**src/rtl/alu_arbiter_if.sv**
```systemverilog
// Request/response bundle between the two ALU requesters and alu_arbiter.
// A request transfers on a cycle where ReqValid[i] and ReqReady[i] are both high;
// valid may drop before ready without effect, and RspValid[i] is a one-cycle pulse.
interface alu_arbiter_if;
  logic [1:0] ReqValid;
  logic [1:0] ReqOp0;
  logic [1:0] ReqOp1;
  logic [7:0] ReqA0;
  logic [7:0] ReqA1;
  logic [7:0] ReqB0;
  logic [7:0] ReqB1;
  logic [1:0] ReqLock;
  logic [1:0] ReqReady;
  logic [1:0] RspValid;
  logic [7:0] RspData;

  modport master (
    output ReqValid, ReqOp0, ReqOp1, ReqA0, ReqA1, ReqB0, ReqB1, ReqLock,
    input  ReqReady, RspValid, RspData
  );

  modport slave (
    input  ReqValid, ReqOp0, ReqOp1, ReqA0, ReqA1, ReqB0, ReqB1, ReqLock,
    output ReqReady, RspValid, RspData
  );
endinterface

```
**src/rtl/alu_arbiter.sv**
```systemverilog
// Round-robin two-port sequencer for the shared picoMips ALU/accumulator,
// with per-requester lock chaining and a watchdog that breaks abandoned locks.
module alu_arbiter #(
  parameter int LOCK_TIMEOUT = 16
) (
  input  logic       Clock,
  input  logic       nReset,
  alu_arbiter_if.slave req,
  output logic       AluWE,
  output logic       AluUseMul,
  output logic       AluUseA,
  output logic [7:0] AluDataA,
  output logic [7:0] AluDataB,
  input  logic [7:0] AluACC,
  output logic       Busy,
  output logic       Owner,
  output logic       LockBroken,
  output logic [1:0] DbgState
);

  typedef enum logic [1:0] {
    S_IDLE   = 2'd0,
    S_ISSUE  = 2'd1,
    S_RESP   = 2'd2,
    S_LOCKED = 2'd3
  } state_t;

  localparam logic [7:0] WD_LIMIT = 8'(LOCK_TIMEOUT);

  state_t     state_q, state_d;
  logic [1:0] op_q, op_d;
  logic [7:0] a_q, a_d;
  logic [7:0] b_q, b_d;
  logic       lock_q, lock_d;
  logic       owner_q, owner_d;
  logic       ptr_q, ptr_d;
  logic [7:0] wd_q, wd_d;

  logic       grant_ok;
  logic       gnt;
  logic [1:0] ready;
  logic [1:0] rsp;
  logic       we;
  logic       broken;

  always_ff @(posedge Clock or negedge nReset) begin
    if (!nReset) begin
      state_q <= S_IDLE;
      op_q    <= 2'b00;
      a_q     <= 8'd0;
      b_q     <= 8'd0;
      lock_q  <= 1'b0;
      owner_q <= 1'b0;
      ptr_q   <= 1'b0;
      wd_q    <= 8'd0;
    end else begin
      state_q <= state_d;
      op_q    <= op_d;
      a_q     <= a_d;
      b_q     <= b_d;
      lock_q  <= lock_d;
      owner_q <= owner_d;
      ptr_q   <= ptr_d;
      wd_q    <= wd_d;
    end
  end

  always_comb begin
    state_d  = state_q;
    op_d     = op_q;
    a_d      = a_q;
    b_d      = b_q;
    lock_d   = lock_q;
    owner_d  = owner_q;
    ptr_d    = ptr_q;
    wd_d     = wd_q;
    grant_ok = 1'b0;
    gnt      = ptr_q;
    ready    = 2'b00;
    rsp      = 2'b00;
    we       = 1'b0;
    broken   = 1'b0;

    case (state_q)
      S_IDLE: begin
        if (|req.ReqValid) begin
          grant_ok = 1'b1;
          // On contention the pointer names the requester that did not win last.
          gnt = (&req.ReqValid) ? ptr_q : req.ReqValid[1];
        end
      end
      S_ISSUE: begin
        we      = 1'b1;
        state_d = S_RESP;
      end
      S_RESP: begin
        rsp[owner_q] = 1'b1;
        if (lock_q) begin
          state_d = S_LOCKED;
          wd_d    = 8'd0;
        end else begin
          state_d = S_IDLE;
        end
      end
      S_LOCKED: begin
        if (req.ReqValid[owner_q]) begin
          grant_ok = 1'b1;
          gnt      = owner_q;
        end else if (wd_q + 8'd1 == WD_LIMIT) begin
          broken  = 1'b1;
          wd_d    = 8'd0;
          state_d = S_IDLE;
        end else begin
          wd_d = wd_q + 8'd1;
        end
      end
      default: state_d = S_IDLE;
    endcase

    if (grant_ok) begin
      ready[gnt] = 1'b1;
      op_d       = gnt ? req.ReqOp1 : req.ReqOp0;
      a_d        = gnt ? req.ReqA1  : req.ReqA0;
      b_d        = gnt ? req.ReqB1  : req.ReqB0;
      lock_d     = req.ReqLock[gnt];
      owner_d    = gnt;
      ptr_d      = ~gnt;
      wd_d       = 8'd0;
      state_d    = S_ISSUE;
    end
  end

  // Opcode bit 0 selects operand A, bit 1 selects the multiplier path.
  assign AluUseA   = op_q[0];
  assign AluUseMul = op_q[1];
  assign AluDataA  = a_q;
  assign AluDataB  = b_q;
  assign AluWE     = we;

  assign req.ReqReady = ready;
  assign req.RspValid = rsp;
  assign req.RspData  = AluACC;

  assign Busy       = (state_q == S_ISSUE) || (state_q == S_RESP);
  assign Owner      = owner_q;
  assign LockBroken = broken;
  assign DbgState   = state_q;

endmodule
```
**src/flat_wrapper.sv**
```systemverilog
// flat-port wrapper written by rule: the top's interface ports become plain ports
module alu_arbiter_flat 
#(
  parameter int LOCK_TIMEOUT = 16
)
  (Clock, nReset, AluWE, AluUseMul, AluUseA, AluDataA, AluDataB, AluACC, Busy, Owner, LockBroken, DbgState, req_ReqValid, req_ReqOp0, req_ReqOp1, req_ReqA0, req_ReqA1, req_ReqB0, req_ReqB1, req_ReqLock, req_ReqReady, req_RspValid, req_RspData);
  alu_arbiter_if req_i ();
  input  logic Clock;
  input  logic nReset;
  output logic AluWE;
  output logic AluUseMul;
  output logic AluUseA;
  output logic [7:0] AluDataA;
  output logic [7:0] AluDataB;
  input  logic [7:0] AluACC;
  output logic Busy;
  output logic Owner;
  output logic LockBroken;
  output logic [1:0] DbgState;
  input wire logic [$bits(req_i.ReqValid)-1:0] req_ReqValid;
  input wire logic [$bits(req_i.ReqOp0)-1:0] req_ReqOp0;
  input wire logic [$bits(req_i.ReqOp1)-1:0] req_ReqOp1;
  input wire logic [$bits(req_i.ReqA0)-1:0] req_ReqA0;
  input wire logic [$bits(req_i.ReqA1)-1:0] req_ReqA1;
  input wire logic [$bits(req_i.ReqB0)-1:0] req_ReqB0;
  input wire logic [$bits(req_i.ReqB1)-1:0] req_ReqB1;
  input wire logic [$bits(req_i.ReqLock)-1:0] req_ReqLock;
  output wire logic [$bits(req_i.ReqReady)-1:0] req_ReqReady;
  output wire logic [$bits(req_i.RspValid)-1:0] req_RspValid;
  output wire logic [$bits(req_i.RspData)-1:0] req_RspData;
  assign req_i.ReqValid = req_ReqValid;
  assign req_i.ReqOp0 = req_ReqOp0;
  assign req_i.ReqOp1 = req_ReqOp1;
  assign req_i.ReqA0 = req_ReqA0;
  assign req_i.ReqA1 = req_ReqA1;
  assign req_i.ReqB0 = req_ReqB0;
  assign req_i.ReqB1 = req_ReqB1;
  assign req_i.ReqLock = req_ReqLock;
  assign req_ReqReady = req_i.ReqReady;
  assign req_RspValid = req_i.RspValid;
  assign req_RspData = req_i.RspData;
  alu_arbiter #(.LOCK_TIMEOUT(LOCK_TIMEOUT)) u_core (.Clock(Clock), .nReset(nReset), .req(req_i), .AluWE(AluWE), .AluUseMul(AluUseMul), .AluUseA(AluUseA), .AluDataA(AluDataA), .AluDataB(AluDataB), .AluACC(AluACC), .Busy(Busy), .Owner(Owner), .LockBroken(LockBroken), .DbgState(DbgState));
endmodule
```
**config.mk**
```make
export PLATFORM = sky130hd
export DESIGN_NAME = alu_arbiter_flat
export DESIGN_NICKNAME = d
export VERILOG_FILES = /design/src/rtl/alu_arbiter_if.sv /design/src/rtl/alu_arbiter.sv /design/src/flat_wrapper.sv
export SDC_FILE = /design/constraint.sdc
export NUM_CORES = 1
export LEC_CHECK = 0
export CAP_MARGIN = 40
export CORE_MARGIN = 5
export CORE_UTILIZATION = 35
export CTS_CLUSTER_SIZE = 8
export DETAILED_ROUTE_END_ITERATION = 16
export PLACE_DENSITY_LB_ADDON = 0.08
export SETUP_SLACK_MARGIN = 0.1
export SLEW_MARGIN = 10
export SYNTH_ARGS = -nofsm -noshare
export SYNTH_HDL_FRONTEND = slang
export SYNTH_SLANG_ARGS = --single-unit
```
**constraint.sdc**
```tcl
create_clock -name Clock -period 2.6 [get_ports Clock]
set_input_delay 0.52 -clock Clock [delete_from_list [all_inputs] [get_ports Clock]]
set_output_delay 0.52 -clock Clock [all_outputs]
set_load 0.005 [all_outputs]
```
==> results of run 1 <==
flip-flops by register name, summed over array words and instances, names as in the netlist:
name / count
u_core.AluDataA: 8
u_core.AluDataB: 8
u_core.DbgState: 2
u_core.Owner: 1
u_core.lock_q: 1
u_core.op_q: 2
u_core.ptr_q: 1
u_core.wd_q: 8
metal layers:
layer | track usage, % | wire length [um] | up-vias
li1 | - | - | 836
met1 | 15.3 | 1860 | 723
met2 | 21.9 | 2160 | 51
met3 | 5.74 | 469 | 10
met4 | 5.05 | 79 | 0
met5 | 0 | 0 | -
Yosys cell counts (all sizes together) (4+ instances only):
library cell  number
a21oi              4
dfrtp             31
ha                 7
o21ai             32
mux2i             19
nand2             33
inv                5
buf               16
nand2b             4
nor2               7
nand3              6
through the flow:
stage | cell area (um2) | total power, mW | setup TNS, ns | setup WS (ns)
detailed placement | 2650 | 2.64 | -0.106 | -0.0608
global route | 2790 | 3.34 | 0 | 0.0619
global placement | 2650 | 2.64 | -0.0860 | -0.0524
CTS | 2760 | 3.07 | 0 | 0.105
finish | 2790 | 3.06 | 0 | 0.178
floorplan | 1880 | 1.86 | 0 | 0.565
what timing repair did:
action	in CTS	in global routing
resized for setup	5	10
endpoints found under the setup margin	3	3
hold endpoints to repair	0	0
setup buffers	3	0
cloned	0	0
pin swaps	1	3
how the worst min path moves through the flow:
| stage | from | to | slack, ns | cells after the start |
|---|---|---|---|---|
| global route | u_core.AluDataB[5] | u_core.AluDataB[5] | 0.51 | 2 |
| floorplan | nReset | u_core.AluDataA[0] | 0.22 | 0 |
| detailed placement | u_core.AluDataB[5] | u_core.AluDataB[5] | 0.48 | 2 |
| global placement | u_core.AluDataB[4] | u_core.AluDataB[4] | 0.47 | 2 |
| finish | u_core.op_q[1] | u_core.op_q[1] | 0.48 | 2 |
| CTS | u_core.AluDataB[5] | u_core.AluDataB[5] | 0.49 | 2 |
cells by family (layout without fill, tap and decap cells):
kind of cell,Yosys count,in the layout
flops,31,31
simple gates,66,66
buf+inv,22,99
mux,20,20
compound gates,52,52
fa+ha+maj,7,7
placed cells by master, fill, tap and decap left out, types with 2 or more instances in the layout:
| cell type | n |
|---|---|
| ha_1 | 4 |
| nand3_1 | 6 |
| dfrtp_2 | 2 |
| ha_4 | 2 |
| o21ai_0 | 6 |
| o31ai_1 | 2 |
| a21oi_1 | 3 |
| o21a_1 | 2 |
| dfrtp_1 | 29 |
| clkbuf_8 | 5 |
| nand2_1 | 33 |
| o21ai_1 | 25 |
| nor2_1 | 7 |
| nor3_1 | 2 |
| nand2b_1 | 4 |
| nor2b_1 | 2 |
| clkdlybuf4s50_1 | 66 |
| inv_1 | 3 |
| mux2i_1 | 19 |
| buf_4 | 17 |
| dlygate4sd2_1 | 3 |
| inv_2 | 2 |
power groups by stage:
stage	sequential (mW)	clock (mW)	combinational (mW)
floorplan	0.817	0	1.04
global placement	0.808	0	1.84
detailed placement	0.815	0	1.83
CTS	0.800	0.383	1.89
global route	0.838	0.407	2.09
finish	0.809	0.367	1.88
worst max-delay path: stages, from the launching register on:
cell             delay [ns]
dfrtp_2                0.44
inv_2                  0.10
ha_4                   0.15
o21ai_1                0.10
a21o_2                 0.21
nor2_1                 0.11
clkdlybuf4s50_1        0.51
final cells by class:
type | instances | share of cell area (%)
multi-input cells | 145 | 36.1
repair buffers | 86 | 29.2
flip-flops and latches | 31 | 27.9
well taps | 70 | 3.14
clock buffers | 6 | 2.60
inverters | 5 | 0.672
clock inverters | 2 | 0.448
==> reports/qor.log, run 1 <==
[worst_hold_path] path type of the worst min-delay path flop to flop
[floorplan] I/O pin count 86
[floorplan] die area 6950 um2
[clock_network] clock-pin transition on the worst setup and hold timing paths 0.07 ns
[pwr] share of power burned in combinational logic 61.5%
[worst_setup_path] maximum fanout along the worst path 4
[synth] fraction of synthesized cell area taken by the top area cell type 41.2%
[clock_network] CTS hold repair buffers 0
[clock_network] TritonCTS Buffers 5
[clock_network] CTS tree done
[timing] max-slew violation total from the final report 0
[worst_setup_path] required time at the endpoint of the critical path 2.08 ns
[worst_setup_path] kind of end point of the critical path output pin
[worst_setup_path] FF-to-FF Start u_core.Owner
[layout] area used by sequential logic in the layout 778 um2
[route] iteration count of the initial detailed-routing pass 3
[pwr] Net Switching 1.17 mW
[route] antenna-violating nets left 0
[synth] portion of netlist area occupied by mux cells 10.9%
[timing] Slew @ Worst Pin 0.401 ns
[worst_setup_path] Worst R2R Setup Slack 0.69 ns
[layout] count of inserted antenna diode cells 0
[place] quantity of I/O buffers inserted on ports 69
[timing] Min Hold Slack 0.484 ns
[timing] Final period util 93.2%
[route] drc violations 0
[place] final RePlAce weighted congestion 0.827
[timing] RSZ-0062 raised after global routing yes
[place] DP Wirelength 3560 um
[worst_setup_path] worst setup path endpoint req_ReqReady[1]
[global_routing] number of global-route vias before repair 1,574
[global_routing] total routing resource utilization after global routing 13.3%
[layout] Layout Cells excl Fill 345
[floorplan] die width 83.4 um
[pwr] highest ir drop seen on vdd 0.000563 V
[worst_setup_path] reg2reg end u_core.wd_q[1]
[timing] Post-Route Skew 0.00393 ns
[route] DRT iter0 DRCs 50
[layout] Fill cells 486
[status] outcome finished clean
[route] vias post-DR 1,620
[pwr] switching share of power 38.3%
[global_routing] maximum number of pins on one net before global-route repair 42
[synth] Post-Syn Area per Cell 9.51 um2
[timing] minimum clock period after layout 2.42 ns
[synth] synthesized-area fraction occupied by xor and xnor cells 0%
[synth] Syn. warnings 0
[synth] Synth Instances 198
[pwr] fraction of power consumed by sequential logic 26.5%
[worst_setup_path] Critical Path Start u_core.DbgState[0]
[clock_network] count of H-tree levels built during CTS 2
[synth] library cell occupying the most area in the post-synthesis netlist dfrtp_1
[worst_setup_path] worst path arrival time 1.90 ns
[synth] number of synthesized flops with an enable pin 0
[pwr] power density cells 1100 nW/um2
[clock_network] latest clock arrival within the worst-skew pair 0.28 ns
[global_routing] wire length of the first global-routing pass 7560 um
[place] placed cell count 334
[pwr] Internal Pwr Total 1.89 mW
[global_routing] leftover overflow at the end of global routing 0
[timing] setup-violating endpoint count in the final report 0
[clock_network] number of clock sinks 31
[layout] Final Net Count 331
[pwr] power share of the clock group 12.0%
[floorplan] core area 5170 um2
[synth] combined area of all synthesized cells 1880 um2
[synth] top cells by area in the synthesized netlist dfrtp_1, mux2i_1, nand2_1
[synth] sequential element share of the synthesized area 41.2%
[synth] share of synthesized cell area in full adder, half adder and majority cells 4.65%
[worst_setup_path] startpoint kind of the worst setup timing path flop
[synth] flip-flop and latch count after synthesis 31
[floorplan] count of standard-cell rows 26
[synth] asr flop ratio synth 100%
[route] detailed-route wire length 4570 um
[timing] fmax 413 MHz
[worst_setup_path] R2R cell count 6
[pwr] P_leak 1.25 nW
[synth] total nets after synthesis 255
[timing] hold violation total from the final report 0
[global_routing] antenna violations before repair 0
[synth] compound-gate portion of the synthesized area 19.7%
[floorplan] die outline height 83.4 um
[clock_network] buffer levels on the longest clock path 2
[timing] Max transition margin 73.3%
[synth] Yosys cell types 46
[synth] post-synthesis share of cell area spent on and, or, nand and nor gates 16.5%
[worst_setup_path] Crit Path Class flop to output pin
[route] via density per instance 4.70
[layout] layout cells sized above 1 16.4%
[flow_run] Max Cap Viol 0
[route] average routed wire per standard cell 13.2 um
[synth] most common flop cell mapped by yosys dfrtp_1
[layout] layout overhead on the synthesized area 48.2%
[layout] final cell utilization of the core 54.0%
[floorplan] starting density of the core 36.4%
[layout] total area of multi-input combinational cells 1010 um2
[clock_network] CTS Root Cell clkbuf_8
[synth] dominant combinational cell family by area after synthesis compound AO/OA/AOI/OAI gates
Note: power is estimated with default switching activity, not from simulation.
==> inputs of run 2 (changes only) <==
--- a/config.mk
+++ b/config.mk
@@ -5,6 +5,7 @@
 export SDC_FILE = /design/constraint.sdc
 export NUM_CORES = 1
 export LEC_CHECK = 0
+export ABC_CLOCK_PERIOD_IN_PS = 2600
 export CAP_MARGIN = 40
 export CORE_MARGIN = 5
 export CORE_UTILIZATION = 35
==> results of run 2 <==
Final layout, timing and power as in run 1 (identical DEF).
